`src/rtl/pool_engine.sv`:
```
// pool_engine: streams a CHANNELS x IN_DIM x IN_DIM map from BRAM, max/avg pools it, and writes the result back
module pool_engine #(
  parameter int DATA_W   = 8,
  parameter int CHANNELS = 50,
  parameter int IN_DIM   = 8,
  parameter int POOL_K   = 2,
  parameter int STRIDE   = 2,
  parameter int IN_BASE  = 14400,
  parameter int OUT_BASE = 17600,
  parameter int ADDR_W   = 15,
  parameter int RD_LAT   = 3
) (
  input  logic              clk,
  input  logic              rst,
  input  logic              start,
  input  logic              mode,
  input  logic [DATA_W-1:0] bram_douta,
  output logic              bram_ena,
  output logic              bram_wea,
  output logic [ADDR_W-1:0] bram_addra,
  output logic [DATA_W-1:0] bram_dina,
  output logic              busy,
  output logic              done
);
  localparam int OUT_DIM = (IN_DIM - POOL_K) / STRIDE + 1;
  localparam int SH      = 2 * $clog2(POOL_K);
  localparam int ACC_W   = DATA_W + SH;
  localparam logic [15:0] K1  = 16'(POOL_K - 1);
  localparam logic [15:0] OD1 = 16'(OUT_DIM - 1);
  localparam logic [15:0] CH1 = 16'(CHANNELS - 1);
  localparam logic [7:0]  L2  = 8'(RD_LAT - 2);

  typedef enum logic [2:0] {IDLE, RD_ISSUE, RD_WAIT, RD_CAPT, WRITE, DONE} state_t;
  state_t state;

  logic [15:0] ch, orow, ocol, wr, wc;
  logic [15:0] nwc, nwr, nocol, norow, nch;
  logic [7:0]  lat;
  logic        mode_q, first, last_wc, last_win, last_oc, last_or, last_ch;
  logic signed [ACC_W-1:0] acc, acc_n, dx;

  function automatic logic [ADDR_W-1:0] rd_addr(input logic [15:0] c, r, o, y, x);
    return ADDR_W'(IN_BASE + 32'(c) * IN_DIM * IN_DIM + (32'(r) * STRIDE + 32'(y)) * IN_DIM
                   + 32'(o) * STRIDE + 32'(x));
  endfunction

  function automatic logic [ADDR_W-1:0] wr_addr(input logic [15:0] c, r, o);
    return ADDR_W'(OUT_BASE + 32'(c) * OUT_DIM * OUT_DIM + 32'(r) * OUT_DIM + 32'(o));
  endfunction

  // Next window/output positions and the accumulator update for the element being captured
  always_comb begin
    last_wc  = wc == K1;
    last_win = last_wc && wr == K1;
    nwc      = last_wc ? '0 : wc + 16'd1;
    nwr      = last_wc ? wr + 16'd1 : wr;
    last_oc  = ocol == OD1;
    last_or  = orow == OD1;
    last_ch  = ch == CH1;
    nocol    = last_oc ? '0 : ocol + 16'd1;
    norow    = last_oc ? (last_or ? '0 : orow + 16'd1) : orow;
    nch      = (last_oc && last_or) ? ch + 16'd1 : ch;
    dx       = ACC_W'($signed(bram_douta));
    first    = wr == '0 && wc == '0;
    acc_n    = first ? dx : mode_q ? acc + dx : (dx > acc ? dx : acc);
  end

  // Control FSM; BRAM port and handshake outputs are registered on entry to each state
  always_ff @(posedge clk) begin
    if (!rst) begin
      state      <= IDLE;
      bram_ena   <= 1'b0;
      bram_wea   <= 1'b0;
      bram_addra <= '0;
      bram_dina  <= '0;
      busy       <= 1'b0;
      done       <= 1'b0;
      mode_q     <= 1'b0;
      ch         <= '0;
      orow       <= '0;
      ocol       <= '0;
      wr         <= '0;
      wc         <= '0;
      lat        <= '0;
      acc        <= '0;
    end else begin
      case (state)
        IDLE: begin
          done <= 1'b0;
          busy <= 1'b0;
          if (start && !busy) begin
            mode_q     <= mode;
            ch         <= '0;
            orow       <= '0;
            ocol       <= '0;
            wr         <= '0;
            wc         <= '0;
            acc        <= '0;
            busy       <= 1'b1;
            bram_ena   <= 1'b1;
            bram_wea   <= 1'b0;
            bram_addra <= rd_addr('0, '0, '0, '0, '0);
            state      <= RD_ISSUE;
          end
        end
        RD_ISSUE: begin
          bram_ena <= 1'b0;
          lat      <= '0;
          state    <= RD_LAT == 1 ? RD_CAPT : RD_WAIT;
        end
        RD_WAIT: begin
          lat <= lat + 8'd1;
          if (lat == L2) state <= RD_CAPT;
        end
        RD_CAPT: begin
          acc      <= acc_n;
          wc       <= nwc;
          wr       <= last_win ? '0 : nwr;
          bram_ena <= 1'b1;
          if (last_win) begin
            bram_wea   <= 1'b1;
            bram_addra <= wr_addr(ch, orow, ocol);
            bram_dina  <= mode_q ? DATA_W'(acc_n >>> SH) : acc_n[DATA_W-1:0];
            state      <= WRITE;
          end else begin
            bram_addra <= rd_addr(ch, orow, ocol, nwr, nwc);
            state      <= RD_ISSUE;
          end
        end
        WRITE: begin
          bram_wea <= 1'b0;
          ocol     <= nocol;
          orow     <= norow;
          ch       <= nch;
          if (last_oc && last_or && last_ch) begin
            bram_ena <= 1'b0;
            state    <= DONE;
          end else begin
            bram_ena   <= 1'b1;
            bram_addra <= rd_addr(nch, norow, nocol, '0, '0);
            state      <= RD_ISSUE;
          end
        end
        DONE: begin
          done  <= 1'b1;
          state <= IDLE;
        end
        default: state <= IDLE;
      endcase
    end
  end
endmodule

```
`config.mk`:
```
export PLATFORM = sky130hd
export DESIGN_NAME = pool_engine
export DESIGN_NICKNAME = d
export VERILOG_FILES = /design/src/rtl/pool_engine.sv
export SDC_FILE = /design/constraint.sdc
export NUM_CORES = 1
export LEC_CHECK = 0
export BUFFER_PORTS_ARGS = -buffer_cell sky130_fd_sc_hd__buf_2
export CORE_AREA = 2 2 141 143
export DETAILED_ROUTE_END_ITERATION = 12
export DIE_AREA = 0 0 143 145
export PLACE_DENSITY_LB_ADDON = 0.3
export SLEW_MARGIN = 20
export SYNTH_ARGS = -nofsm -noshare
export SYNTH_HDL_FRONTEND = slang
export SYNTH_SLANG_ARGS = --single-unit
```
`constraint.sdc`:
```
create_clock -name clk -period 9.4 [get_ports clk]
set_input_delay 0.94 -clock clk [delete_from_list [all_inputs] [get_ports clk]]
set_output_delay 0.94 -clock clk [all_outputs]
set_load 0.02 [all_outputs]
```
==> flow_summary_export.csv <==
group,metric,value,unit
drt,drt-initial-drc-count,757,
final_layout,fill_cells,1670,
logic_synthesis,syn_area,11300,um^2
worst_setup_path,worstPathCellList,"nor4_2 -> and4_1 -> and2_1 -> nand2_1 -> xnor2_1 -> fa_1 -> fa_1 -> fa_1 -> fa_1 -> ha_1 -> nand3_1 -> nor2_1 -> a311o_1 -> o41ai_1 -> o21ai_0 -> xor2_1 -> o211ai_1 -> a31oi_1",
worst_setup_path,crit_slowest_cell,"fa_1",
clock_tree,cts_num_sinks,129,
sta,fmax,176.1,MHz
clock_tree,cts_hold_buf,0,
pwr,leakagePower,5.137,nW
die,ios,39,
grt,grt_pass1_wl,53.30,mm
logic_synthesis,ys_ff_latch,129,
drt,ant_nets,0,
die,die_h,145,um
pwr,seqPwrFrac,38.6,%
grt,antenna_found_initial,0,
worst_setup_path,arrival,5.98,ns
die,dieArea,20740,um^2
pwr,p_clk_share,46.5,%
outcome,status,"finished, final reports clean",
die,core,19210,um^2
clock_tree,cts_setup_buffers,0,
drt,drc,0,
logic_synthesis,avgSynthCellArea,7.903,um^2
logic_synthesis,synth_cell_types,81,
logic_synthesis,async_flop_share,0,%
logic_synthesis,synth_compound_area_share,18.01,%
placement,dp_hpwl,24.74,mm
drt,wl_per_cell,19.32,um
clock_tree,cts_root_buf,"clkbuf_16",
pwr,ir_drop,0.0001226,V
final_layout,drive_gt1_share,8.744,%
drt,vias_per_cell,6.309,
die,fp-row-count,51,
clock_tree,cts_buffers,17,
worst_setup_path,critPathMostFrequentCell,"fa_1",
worst_setup_path,crit_family,"adder cells",
clock_tree,post_cts_resized,0,
worst_setup_path,critPathRequiredTime,9.70,ns
drt,first_pass_iters,5,
sta,finalSetupTns,0,ns
logic_synthesis,syn-instance-count,1430,
logic_synthesis,yosys_warnings,0,
placement,io_buffer_count,38,
logic_synthesis,syn_nets,1594,
logic_synthesis,synthMuxAreaShare,1.506,%
worst_hold_path,hold_class,"flop to flop",
clock_tree,cts.clk_slew.worst_paths,0.06,ns
worst_setup_path,critPathLaunchType,"flop",
die,start_util,58.84,%
run,maxCapViolCount,0,
clock_tree,cts_htree_levels,4,
worst_setup_path,path_class,"flop to flop",
grt,grt-ovfl-total,0,
pwr,powerDensity,124.3,nW/um^2
final_layout,areaGrowthSynthToFinish,7.894,%
logic_synthesis,synth_top_family_by_area,"simple AND/OR/NAND/NOR gates",
logic_synthesis,synthXorXnorAreaFrac,7.673,%
drt,routed-via-count,10760,
clock_tree,cts_tree,"built",
die,die_w,143,um
final_layout,layout.nets,1592,
logic_synthesis,yosys.area_share.simple,24.16,%
worst_setup_path,crit_path_end_kind,"flop",
logic_synthesis,synthAdderAreaFrac,19.62,%
sta,hold_viol,0,
sta,rsz0062_at_grt,"false",
pwr,internal_power,1.064,mW
placement,gp_congestion,0.9579,
clock_tree,clock_path_buffers,2,
sta,timing.hold.ws,0.4532,ns
pwr,swShare,29.81,%
sta,fin_crit_sh,60.43,%
worst_setup_path,critPathMaxStageDelay,0.49,ns
pwr,combPwrFrac,14.9,%
grt,grt_max_degree,74,
sta,finalSetupViolCount,0,
sta,slew_violations,0,
sta,finClkSkew,0.01044,ns
grt,grt_use_total,32.42,%
clock_tree,clock_latency,0.43,ns
worst_setup_path,critPathBufInv,0,
pwr,switchingPower,0.4519,mW
drt,drt-total-wl,32.97,mm
worst_setup_path,cp_max_fo,7,
logic_synthesis,yosysSeqAreaShare,22.85,%
sta,fin_crit,5.680,ns
logic_synthesis,synth_ff_type,"dfxtp_1",
grt,grt_pass1_vias,10110,
sta,max_slew.worst_pin.slew,1.035,ns
logic_synthesis,synth_edf_count,0,
final_layout,insertedDiodeCount,0,
sta,slew_headroom,30.71,%
power groups by stage:
stage          Clock [mW]  Combinational [mW]  Sequential (mW)
2_1_floorplan           0               0.151            0.598
3_3_place_gp            0               0.217            0.596
3_5_place_dp            0               0.221            0.597
4_1_cts             0.707               0.222            0.585
5_1_grt             0.735               0.247            0.588
6_report            0.705               0.226            0.585
worst paths after layout:
check / start / slack, ns / endpoint / cells after the start
min: bram_dina[4]$_SDFFE_PN0P_ / 0.45 / bram_dina[4]$_SDFFE_PN0P_ / 2
min reg2reg: bram_dina[4]$_SDFFE_PN0P_ / 0.45 / bram_dina[4]$_SDFFE_PN0P_ / 2
max reg2reg: wc[7]$_SDFFE_PN0P_ / 3.72 / bram_addra[13]$_SDFFE_PN0P_ / 18
max: wc[7]$_SDFFE_PN0P_ / 3.72 / bram_addra[13]$_SDFFE_PN0P_ / 18
cells in the mapped netlist (all sizes together), types with 30 or more instances:
library cell | count | share of area [%]
a21oi | 125 | 5.5
and3 | 31 | 1.7
clkbuf | 43 | 1.5
dfxtp | 129 | 23
fa | 42 | 7.4
ha | 110 | 12
inv | 98 | 3.3
nand2 | 128 | 4.3
nand3 | 63 | 2.8
nor2 | 142 | 4.8
nor3 | 41 | 1.9
nor4 | 30 | 2.2
o21ai | 88 | 3.9
xnor2 | 67 | 5.2
per-layer routing:
| layer | share of wire [%] | track usage, % |
|---|---|---|
| met5 | 0 | 0 |
| met4 | 4.0 | 13.27 |
| met2 | 46 | 50.45 |
| met3 | 7.4 | 6.931 |
| met1 | 43 | 43.59 |
kinds of logic after synthesis:
group           Yosys count
fa+ha+maj               152
xor+xnor                 95
simple gates            536
compound gates          334
mux                      16
flops                   129
buf+inv                 168
layout make-up:
type / instances / area [um^2] / area share [%]
clock inverters: 12 / 156.4 / 1.283
well taps: 265 / 331.6 / 2.719
clock buffers: 20 / 456.7 / 3.746
flip-flops and latches: 129 / 2582 / 21.18
repair buffers: 49 / 272.8 / 2.237
inverters: 98 / 367.9 / 3.017
multi-input cells: 1133 / 8025 / 65.82
registers in the layout, summed over array words and instances, names as in the netlist, 3 cells and up:
register	flops
lat	8
ocol	16
wr	16
state	3
wc	16
bram_addra	15
bram_dina	8
ch	16
acc	10
orow	16
metrics by stage:
step	instances	worst slack, ns	instance area (um^2)	power [mW]	utilization [%]
after global routing	1706	3.293	12190	1.570	63.48
after floorplan	1430	4.045	11300	0.7496	-
after global placement	1674	3.844	11580	0.8134	60.29
after detailed placement	1674	3.740	11580	0.8172	60.29
final	1706	3.720	12190	1.516	63.48
after CTS	1706	3.696	12190	1.513	63.48
placed cells by master, fill, tap and decap left out, types with 8 or more instances in the layout:
cell type  instances
o22ai_1            8
o21ai_0           83
buf_2             38
fa_1              42
dfxtp_1          129
nor2_1           140
o21a_1            13
mux2i_1            8
nor3b_1            9
a21o_1             8
clkbuf_16         17
nand4_1           16
a31oi_1           13
ha_1             110
or3_1             16
o211ai_1           8
and2_1            12
xor2_1            25
nand3_1           62
a21oi_1          125
and3_1            31
nor2b_1           10
mux2_2             8
a22oi_1           11
inv_1             96
buf_4             11
nor3_1            37
xnor2_1           67
nor4_1            24
nand2_1          125
worst reg2reg max path, cell delays in order, from the launching register on:
cell,delay [ns]
dfxtp_1,0.37
nor4_2,0.37
and4_1,0.32
and2_1,0.28
nand2_1,0.10
xnor2_1,0.31
fa_1,0.49
fa_1,0.41
fa_1,0.50
fa_1,0.49
ha_1,0.36
nand3_1,0.10
nor2_1,0.04
a311o_1,0.34
o41ai_1,0.42
o21ai_0,0.20
xor2_1,0.17
o211ai_1,0.17
a31oi_1,0.10
Power figures use the tool's default switching activity.
